`src/rtl/input_mems_pingpong_pkg.sv`:
```
// input_mems_pingpong_pkg: load-state encoding and width helpers shared by the ping-pong input buffer.
package input_mems_pingpong_pkg;
    typedef enum logic [1:0] {IDLE, LOAD_W, LOAD_B, LOAD_X} load_state_e;
    function automatic int k_bits(input int maxk);
        return $clog2(maxk + 1);
    endfunction
    function automatic int xa_bits(input int r, input int c);
        return $clog2(r * c);
    endfunction
    function automatic int wa_bits(input int maxk);
        return $clog2(maxk * maxk);
    endfunction
endpackage

```
`src/rtl/input_mems_pingpong_mem.sv`:
```
// input_mems_pingpong_mem: single-port memory with write enable and registered read.
module input_mems_pingpong_mem #(
    parameter int DW = 24,
    parameter int DEPTH = 16,
    parameter int AW = 4
) (
    input  logic          clk,
    input  logic          we,
    input  logic [AW-1:0] addr,
    input  logic [DW-1:0] wdata,
    output logic [DW-1:0] rdata
);
    logic [DW-1:0] mem [DEPTH];
    logic [DW-1:0] rdata_q;
    always_ff @(posedge clk) begin
        if (we) mem[addr] <= wdata;
        rdata_q <= mem[addr];
    end
    assign rdata = rdata_q;
endmodule

```
`src/rtl/input_mems_pingpong.sv`:
```
// input_mems_pingpong: AXI-stream loader filling W, B and two ping-pong X banks;
// one bank is loaded while the other is held for compute.
module input_mems_pingpong
    import input_mems_pingpong_pkg::*;
#(
    parameter int INW = 24,
    parameter int R = 9,
    parameter int C = 8,
    parameter int MAXK = 4,
    localparam int K_BITS = k_bits(MAXK),
    localparam int XA = xa_bits(R, C),
    localparam int WA = wa_bits(MAXK)
) (
    input  logic                  clk,
    input  logic                  reset,
    input  logic [INW-1:0]        AXIS_TDATA,
    input  logic                  AXIS_TVALID,
    output logic                  AXIS_TREADY,
    input  logic [K_BITS:0]       AXIS_TUSER,
    output logic                  inputs_loaded,
    input  logic                  compute_finished,
    output logic [K_BITS-1:0]     K,
    output logic signed [INW-1:0] B,
    input  logic [XA-1:0]         X_read_addr,
    output logic signed [INW-1:0] X_data,
    input  logic [WA-1:0]         W_read_addr,
    output logic signed [INW-1:0] W_data
);
    localparam int IW = (XA > WA) ? XA : WA;
    load_state_e state_q, state_d;
    logic [IW-1:0] idx_q, idx_d;
    logic wr_bank_q, wr_bank_d, rd_bank_q, rd_bank_d;
    logic [1:0] full_q, full_d;
    logic [K_BITS-1:0] k_q, k_d, k_in;
    logic [INW-1:0] b_q, b_d;
    logic new_w, ready, xfer, w_we, x_we, w_last, x_last;
    logic [INW-1:0] w_rdata;
    logic [INW-1:0] x_rdata [2];
    assign new_w = AXIS_TUSER[0];
    assign k_in = AXIS_TUSER[K_BITS:1];
    // A new W/B set may only start once no bank still depends on the current one.
    assign ready = (state_q != IDLE) || (!full_q[wr_bank_q] && (!new_w || full_q == 2'b00));
    assign AXIS_TREADY = !reset && ready;
    assign xfer = AXIS_TVALID && AXIS_TREADY;
    always_comb begin
        state_d = state_q;
        idx_d = idx_q;
        wr_bank_d = wr_bank_q;
        rd_bank_d = rd_bank_q;
        full_d = full_q;
        k_d = k_q;
        b_d = b_q;
        w_we = 1'b0;
        x_we = 1'b0;
        w_last = idx_q == IW'(int'(k_q) * int'(k_q) - 1);
        x_last = idx_q == IW'(R * C - 1);
        if (xfer) begin
            case (state_q)
                IDLE: begin
                    if (new_w) begin
                        w_we = 1'b1;
                        k_d = (k_in == '0 || int'(k_in) > MAXK) ? K_BITS'(MAXK) : k_in;
                        state_d = (k_d == K_BITS'(1)) ? LOAD_B : LOAD_W;
                        idx_d = (k_d == K_BITS'(1)) ? '0 : IW'(1);
                    end else begin
                        x_we = 1'b1;
                        state_d = LOAD_X;
                        idx_d = IW'(1);
                    end
                end
                LOAD_W: begin
                    w_we = 1'b1;
                    state_d = w_last ? LOAD_B : LOAD_W;
                    idx_d = w_last ? '0 : idx_q + 1'b1;
                end
                LOAD_B: begin
                    b_d = AXIS_TDATA;
                    state_d = LOAD_X;
                end
                default: begin
                    x_we = 1'b1;
                    state_d = x_last ? IDLE : LOAD_X;
                    idx_d = x_last ? '0 : idx_q + 1'b1;
                    if (x_last) begin
                        full_d[wr_bank_q] = 1'b1;
                        wr_bank_d = !wr_bank_q;
                    end
                end
            endcase
        end
        if (compute_finished && full_q[rd_bank_q]) begin
            full_d[rd_bank_q] = 1'b0;
            rd_bank_d = !rd_bank_q;
        end
    end
    always_ff @(posedge clk) begin
        if (reset) begin
            state_q <= IDLE;
            idx_q <= '0;
            wr_bank_q <= 1'b0;
            rd_bank_q <= 1'b0;
            full_q <= 2'b00;
            k_q <= '0;
            b_q <= '0;
        end else begin
            state_q <= state_d;
            idx_q <= idx_d;
            wr_bank_q <= wr_bank_d;
            rd_bank_q <= rd_bank_d;
            full_q <= full_d;
            k_q <= k_d;
            b_q <= b_d;
        end
    end
    input_mems_pingpong_mem #(.DW(INW), .DEPTH(MAXK * MAXK), .AW(WA)) u_w_mem (
        .clk(clk),
        .we(w_we),
        .addr(w_we ? idx_q[WA-1:0] : W_read_addr),
        .wdata(AXIS_TDATA),
        .rdata(w_rdata)
    );
    for (genvar b = 0; b < 2; b++) begin : g_x
        logic bank_we;
        assign bank_we = x_we && (wr_bank_q == 1'(b));
        input_mems_pingpong_mem #(.DW(INW), .DEPTH(R * C), .AW(XA)) u_x_mem (
            .clk(clk),
            .we(bank_we),
            .addr(bank_we ? idx_q[XA-1:0] : X_read_addr),
            .wdata(AXIS_TDATA),
            .rdata(x_rdata[b])
        );
    end
    assign inputs_loaded = full_q[rd_bank_q];
    assign K = k_q;
    assign B = b_q;
    assign W_data = w_rdata;
    assign X_data = x_rdata[rd_bank_q];
endmodule

```
`config.mk`:
```
export PLATFORM = sky130hd
export DESIGN_NAME = input_mems_pingpong
export DESIGN_NICKNAME = d
export VERILOG_FILES = /design/src/rtl/input_mems_pingpong_pkg.sv /design/src/rtl/input_mems_pingpong_mem.sv /design/src/rtl/input_mems_pingpong.sv
export SDC_FILE = /design/constraint.sdc
export NUM_CORES = 2
export LEC_CHECK = 0
export ABC_AREA = 0
export CORE_ASPECT_RATIO = 1.5
export CORE_MARGIN = 4
export CORE_UTILIZATION = 41
export DETAILED_ROUTE_END_ITERATION = 6
export PLACE_DENSITY = 0.64
export SYNTH_ARGS = -nofsm -noshare
export SYNTH_HDL_FRONTEND = slang
export SYNTH_HIERARCHICAL = 1
export SYNTH_SLANG_ARGS = --single-unit
```
`constraint.sdc`:
```
create_clock -name clk -period 5.82 [get_ports clk]
set_input_delay 0.873 -clock clk [delete_from_list [all_inputs] [get_ports clk]]
set_output_delay 0.873 -clock clk [all_outputs]
set_load 0.01 [all_outputs]
```
## Yosys cells after proc, flatten, opt, wreduce, memory -nomap -nowiden

Memory sizes are Yosys's and may differ from the RTL's. A register that Yosys moved wholly into a read port is not among the register bits.
Cells that the tools add are included.

| operators by class | value |
|---|---|
| muxes and demuxes | 41 |
| add/subtract/negate cells | 2 |
| reductions and logical operators | 26 |
| bitwise gates (word level) | 7 |
| magnitude comparators | 6 |
| equality and inequality tests | 5 |
| multiply operators | 1 |

Operators with widths:

| kind | count |
|---|---|
| 2-to-1 mux 24 bit | 3 |
| 2-to-1 mux 7 bit | 4 |
| case mux 7 bit (3 select lines) | 1 |
| 2-to-1 mux 1 bit | 18 |
| 2-to-1 mux 2 bit | 8 |
| logical AND 1 bit | 8 |
| adder 7 x 1 -> 7 bit (second input constant) | 1 |
| equality test 7 bit | 1 |
| equality test 7 bit (second input constant) | 1 |
| subtractor 6 x 1 -> 7 bit (second input constant) | 1 |
| multiplier 3 x 3 -> 6 bit | 1 |
| case mux 2 bit (3 select lines) | 1 |
| AND reduction 3 bit | 2 |
| logical NOT 1 bit | 5 |
| logical NOT 2 bit | 2 |
| < comparator 1 x 2 -> 1 bit (second input constant) | 2 |
| 2-to-1 mux 4 bit | 1 |
| case mux 1 bit (2 select lines) | 2 |
| AND reduction 2 bit | 2 |
| equality test 3 x 1 -> 1 bit (second input constant) | 1 |
| greater-than comparator 3 bit (second input constant) | 1 |
| logical NOT 3 bit | 1 |
| logical OR 1 bit | 3 |
| 2-to-1 mux 3 bit | 1 |
| 13 further kinds | 17 |

| storage, ports and cells | value |
|---|---|
| register bits after elaboration | 40 |
| word-level logic and storage cells | 98 |
| memory bits (writable) | 3840 |
| bits of input ports | 43 |
| memories | 3 |

Memories:

| memory | depth | width | rd ports | clocked after memory_dff | write ports | RTL line | text |
|---|---|---|---|---|---|---|---|
| g_x[0].u_x_mem.mem | 72 | 24 | 1 | 1 | 1 | input_mems_pingpong_mem.sv:13 | `logic [DW-1:0] mem [DEPTH];` |
| g_x[1].u_x_mem.mem | 72 | 24 | 1 | 1 | 1 | input_mems_pingpong_mem.sv:13 |  |
| u_w_mem.mem | 16 | 24 | 1 | 1 | 1 | input_mems_pingpong_mem.sv:13 |  |

## Depth between registers and ports, before layout

| logic depth | value |
|---|---|
| word-level depth | 11 |
| gate-level depth with buffers | 18 |

## Cells and area by module

Netlist, hierarchy kept.

Modules (own cells, without submodules):

| module | times used | cells an instance | area each (sq um) | sequential area each (sq um) |
|---|---|---|---|---|
| input_mems_pingpong_mem at g_x[0].u_x_mem ... | 2 | 3495 | 66821.6 | 52370.2 |
| input_mems_pingpong_mem at u_w_mem | 1 | 637 | 14955.6 | 12011.5 |
| input_mems_pingpong | 1 | 303 | 2638.8 | 800.8 |

## Least setup slack after synthesis

OpenSTA, ideal clock, no wires.

| timing path | value |
|---|---|
| path kind | input port to flip-flop |
| start | in AXIS_TUSER[0] |
| end | mem g_x[1].u_x_mem.mem[1][0] (enable) |
| path buffers | 7 |
| arrival | 4.899 ns |
| cell stages on the path | 13 |
| slack | 0.485 ns |
| setup time | 0.435 ns |
| required time | 5.385 ns |
| path through | nand2b_4 -> a21oi_4 -> o21ai_4 -> or3b_1 -> buf_6 -> mux2_4 -> buf_4 -> buf_4 -> buf_4 -> buf_2 -> buf_2 -> buf_2 -> nor3_1 |

| between the ends | value |
|---|---|
| word-level cells in the longest chain between the ends | 10 |
| elaborated cells between the ends (all ways) | 13 |
| classes of those cells | mux: 6; reduce/logical: 7 |

RTL lines:

| what | RTL line | text |
|---|---|---|
| start, declared | input_mems_pingpong.sv:19 | `input logic [K_BITS:0] AXIS_TUSER,` |
| logical NOT 1 bit | input_mems_pingpong.sv:42 | `assign ready = (state_q != IDLE) \|\| (!full_q[wr_bank_q] && (!new_w \|\| full_q == 2'b00));` |
| logical OR 1 bit | input_mems_pingpong.sv:42 |  |
| logical AND 1 bit | input_mems_pingpong.sv:42 |  |
| logical OR 1 bit | input_mems_pingpong.sv:42 |  |
| logical AND 1 bit | input_mems_pingpong.sv:43 | `assign AXIS_TREADY = !reset && ready;` |
| logical AND 1 bit | input_mems_pingpong.sv:44 | `assign xfer = AXIS_TVALID && AXIS_TREADY;` |
| 2-to-1 mux 1 bit (*) | input_mems_pingpong.sv:57 | `if (xfer) begin` |
| logical AND 1 bit (*) | input_mems_pingpong.sv:124 | `assign bank_we = x_we && (wr_bank_q == 1'(b));` |
| 2-to-1 mux 1 bit | input_mems_pingpong_mem.sv:16 | `if (we) mem[addr] <= wdata;` |
| 2-to-1 mux 1 bit (not written as such) | input_mems_pingpong_mem.sv:16 |  |
| end, declared | input_mems_pingpong_mem.sv:13 |  |

Mark *: on every way between the ends. The rest lies on a longest branch, timed or not.

## Worst setup path after layout

| timing path | value |
|---|---|
| start | reg state_q[1] |
| end | reg g_x[1].u_x_mem.rdata_q[5] (read register of g_x[1].u_x_mem.mem) |

| between the ends | value |
|---|---|
| word-level cells in the longest chain between the ends | 7 |
| elaborated cells between the ends (all ways) | 12 |
| classes of those cells | eq/ne: 2; mux: 3; reduce/logical: 7 |

RTL lines:

| what | RTL line | text |
|---|---|---|
| start, declared | input_mems_pingpong.sv:30 | `load_state_e state_q, state_d;` |
| start signal, assigned | input_mems_pingpong.sv:106 | `state_q <= state_d;` |
| branches (longest 4 deep; another with equality test 2 bit) | -- |  |
| 2-to-1 mux 1 bit (*) | input_mems_pingpong.sv:57 |  |
| logical AND 1 bit (*) | input_mems_pingpong.sv:124 |  |
| 2-to-1 mux 7 bit (*) | input_mems_pingpong.sv:128 | `.addr(bank_we ? idx_q[XA-1:0] : X_read_addr),` |
| end, declared | input_mems_pingpong_mem.sv:14 | `logic [DW-1:0] rdata_q;` |

Mark *: on every way between the ends.
A chain may end at the register's enable or synchronous reset.

==> reports/results.txt <==
Run status -> finished, violations left
Violated checks -> slew limit
Average routed wire per standard cell -> 35.5 um
Number of instances resized during post-cts repair -> 0
Total routing usage reported by global routing -> 0.250
Final #Nets -> 8604
CP Capture Point -> g_x[1].u_x_mem/rdata[5]
Number of antenna violations at the first check in global routing -> 28
Area of the core -> 367000 um^2
Areal power density over the cells -> 343 nW/um^2
Detailed Route WL -> 486000 um
Portion of total power attributed to the clock network -> 0.402
Element type at the critical path end -> flop
Count of input and output buffers -> 119
Post-synth ARST share -> 0
Setup skew after layout -> 107 ps
Mapped Nets -> 7976
Starting DRT DRC Count -> 11800
Fin util -> 0.475
Worst path top cell family by delay -> compound AO/OA/AOI/OAI gates
Instance count of the mapped netlist -> 7930
Routability cong. -> 0.943
Count of flip-flops with a built-in enable after synthesis -> 3840
Maximum vdd drop -> 267 uV
Most common cell after layout, fill and taps aside -> edfxtp_1
Max Buffers Root-to-Sink -> 4
Critical Path RT -> 6590 ps
Routed via count -> 85300
Maximum number of pins on one net before global-route repair -> 130
Slowest cell on crit path -> o211ai_1
Total of warnings raised by yosys -> 6
DP Area -> 162000 um^2
Endpoint of the worst-slack reg-to-reg timing path -> g_x[1].u_x_mem/rdata[5]
Cell variety after synth -> 93
Max-slew violation count -> 1
Switching share of power -> 0.227
Setup slack of the worst register-to-register path -> 480 ps
Initial Util -> 0.413
Post-DP HPWL -> 303000 um
Maximum fanout along the worst path -> 28
Final standard cell area without fillers -> 174000 um^2
Clock latency of the later-clocked register in the worst-skew pair -> 950 ps
Number of nets with antenna violations after routing -> 0
Most frequent cells in the layout -> edfxtp_1 (3840), buf_4 (552), mux2i_1 (497)
Slew @ Worst Pin -> 1510 ps
Remaining global-route overflow -> 0
Cell row count -> 272
Critical Path Source -> state_q[1]
Die Ht -> 752 um
Final critical delay including setup and external delays -> 5340 ps
Most used flip-flop cell after synthesis -> edfxtp_1
Stages on the worst setup path -> 15
Area of the die -> 379000 um^2
Remaining DRCs -> 0
Vias in the first global route -> 83400
Net Switching -> 13.5 mW
Category of the most critical setup path -> flop to flop
Post-synthesis cell area -> 151000 um^2
Worst Hold Class -> primary input to flop
Detail-routed via count per cell -> 6.24
Worst slew margin relative to its limit -> -0.00637
Path depth of the worst reg2reg path -> 15
Timing-limited maximum frequency -> 0.187 GHz
Count of buffer and inverter cells on the critical path -> 6
Most frequent CP cell -> buf_4
Leakage component of the power -> 55.4 nW
Maximum level of the CTS H-tree -> 5
# setup viols final -> 0
First-pass GRT wire length -> 669000 um
Part of the power in combinational logic -> 0.072
TritonRoute pass-1 iters -> 7
Clock sink count -> 3952
Fraction of final layout cells sized beyond drive strength 1 -> 0.221
Seq pwr share -> 0.526
Inserted Clock Buffers -> 361
Maximum capacitance violations -> 0
Die extent in x -> 504 um
CTS root buf -> clkbuf_16
Slowest cell delay on critical path -> 900 ps
Reg-to-reg critical path startpoint -> state_q[1]
Clock-pin slew on the worst setup and hold paths -> 70 ps
Clock tree from TritonCTS -> yes
Number of buffers inserted by post-CTS setup repair -> 0
Number of buffers inserted for hold repair after clock tree synthesis -> 0
Worst Setup Start Kind -> flop
Critical path arrival -> 6110 ps
Hold Vio Cnt, Final -> 0
# IOs -> 120
Register bit total from synthesis -> 3952
Int Pwr -> 46.2 mW
Setup repair after global routing missed its margin -> false
Cells along the critical path -> inv_1, nor2_4, a21oi_2, or3b_1, buf_4, mux2_8, buf_12, buf_4, nor2_4, buf_12, a222oi_1, o211ai_1, o311ai_0, buf_4, a21oi_1
Per-instance average area after synthesis -> 19.1 um^2
Part of the Yosys area used for sequential elements -> 0.777
Signed area change from the synthesized netlist to the final layout -> 15.2%
Fin crit share -> 0.917
-- stage by stage --
step / hold WS (ps) / TNS [ps] / total power [mW] / cells / worst slack [ps]
finish: 318 / 0 / 59.7 / 13700 / 482
global route: 293 / 0 / 61.2 / 13700 / 379
CTS: 255 / 0 / 59.9 / 13600 / 505
detailed placement: 448 / -578 / 36.2 / 13000 / -366
global placement: 447 / -1500 / 36.2 / 13000 / -540
floorplan: 481 / 0 / 33.9 / 7930 / 485
-- how the worst min path moves through the flow --
| stage | slack (ps) | end | cells after the start | from |
|---|---|---|---|---|
| after floorplan | 480 | B[0] | 2 | B[0] |
| after global placement | 450 | B[5] | 2 | B[5] |
| after detailed placement | 450 | B[15] | 2 | B[15] |
| after CTS | 250 | g_x[0].u_x_mem/mem[43][14] | 1 | AXIS_TDATA[14] |
| after global routing | 290 | g_x[0].u_x_mem/mem[43][14] | 1 | AXIS_TDATA[14] |
| final | 320 | g_x[0].u_x_mem/mem[42][14] | 1 | AXIS_TDATA[14] |
-- cell usage after synthesis, drive strengths merged, types with 9 or more instances --
| master | instances | share of area |
|---|---|---|
| o22ai | 178 | 0.0074 |
| a211o | 9 | 0.00052 |
| o41ai | 9 | 0.00057 |
| o21ai | 172 | 0.0058 |
| a221o | 26 | 0.0017 |
| a311oi | 9 | 0.00052 |
| a221oi | 308 | 0.018 |
| clkbuf | 127 | 0.0032 |
| inv | 21 | 0.00054 |
| nand3 | 53 | 0.0018 |
| nor2 | 306 | 0.0077 |
| a22oi | 254 | 0.013 |
| nor3 | 43 | 0.0015 |
| a41oi | 17 | 0.00098 |
| a222oi | 30 | 0.0020 |
| nor4 | 20 | 0.00087 |
| o221ai | 49 | 0.0028 |
| mux4 | 392 | 0.058 |
| a211oi | 23 | 0.0011 |
| a22o | 50 | 0.0029 |
| o2111ai | 12 | 0.00069 |
| mux2 | 131 | 0.0099 |
| dfxtp | 112 | 0.015 |
| a2111oi | 32 | 0.0019 |
| edfxtp | 3840 | 0.76 |
| o311ai | 9 | 0.00052 |
| mux2i | 497 | 0.033 |
| o22a | 12 | 0.00069 |
| nor2b | 41 | 0.0017 |
| xor2 | 9 | 0.00052 |
| nand2 | 344 | 0.0085 |
| nand4 | 15 | 0.00062 |
| or2 | 10 | 0.00041 |
| a31oi | 37 | 0.0015 |
| nand2b | 27 | 0.0012 |
| buf | 378 | 0.016 |
| a21o | 11 | 0.00055 |
| o211ai | 29 | 0.0014 |
| a21oi | 159 | 0.0054 |
| and3 | 14 | 0.00058 |
-- registers in the layout (all words and copies together) (netlist names) --
register	cells
g_x.u_x_mem/rdata	48
g_x.u_x_mem/mem	3456
u_w_mem/mem	384
wr_bank_q	1
K	3
rd_bank_q	1
full_q	2
u_w_mem/rdata	24
state_q	2
idx_q	7
B	24
-- cell type report --
cell class	instances	area, um^2
repair buffers	770	7330
well taps	4795	6000
inverters	23	93.8
diodes	18	45.0
clock inverters	196	2010
clock buffers	463	9800
flip-flops and latches	3952	118000
multi-input cells	3450	31400
fillers	29900	192000
-- per-layer routing --
layer,share of wire,GRT usage,vias to the layer above
met5,0.00011,0,-
met4,0.086,0.176,8
met3,0.094,0.0411,1296
met2,0.48,0.414,5555
met1,0.34,0.299,44200
li1,-,-,34200
-- power by group through the flow --
stage                     registers [mW]  logic, mW  clock network (mW)
after floorplan                     31.9       1.92                   0
after global placement              32.0       4.18                   0
after detailed placement            32.0       4.22                   0
after CTS                           31.4       4.23                24.3
after global routing                31.4       4.38                25.4
final                               31.4       4.29                24.0
-- cell families after synthesis --
kind of cell,after synthesis,synth area share
compound gates,1496,0.0731
xor+xnor,13,0.000753
fa+ha+maj,3,0.000248
buf+inv,528,0.0200
flops,3952,0.777
mux,1020,0.101
simple gates,918,0.0274
Note: power is estimated with default switching activity, not from simulation.
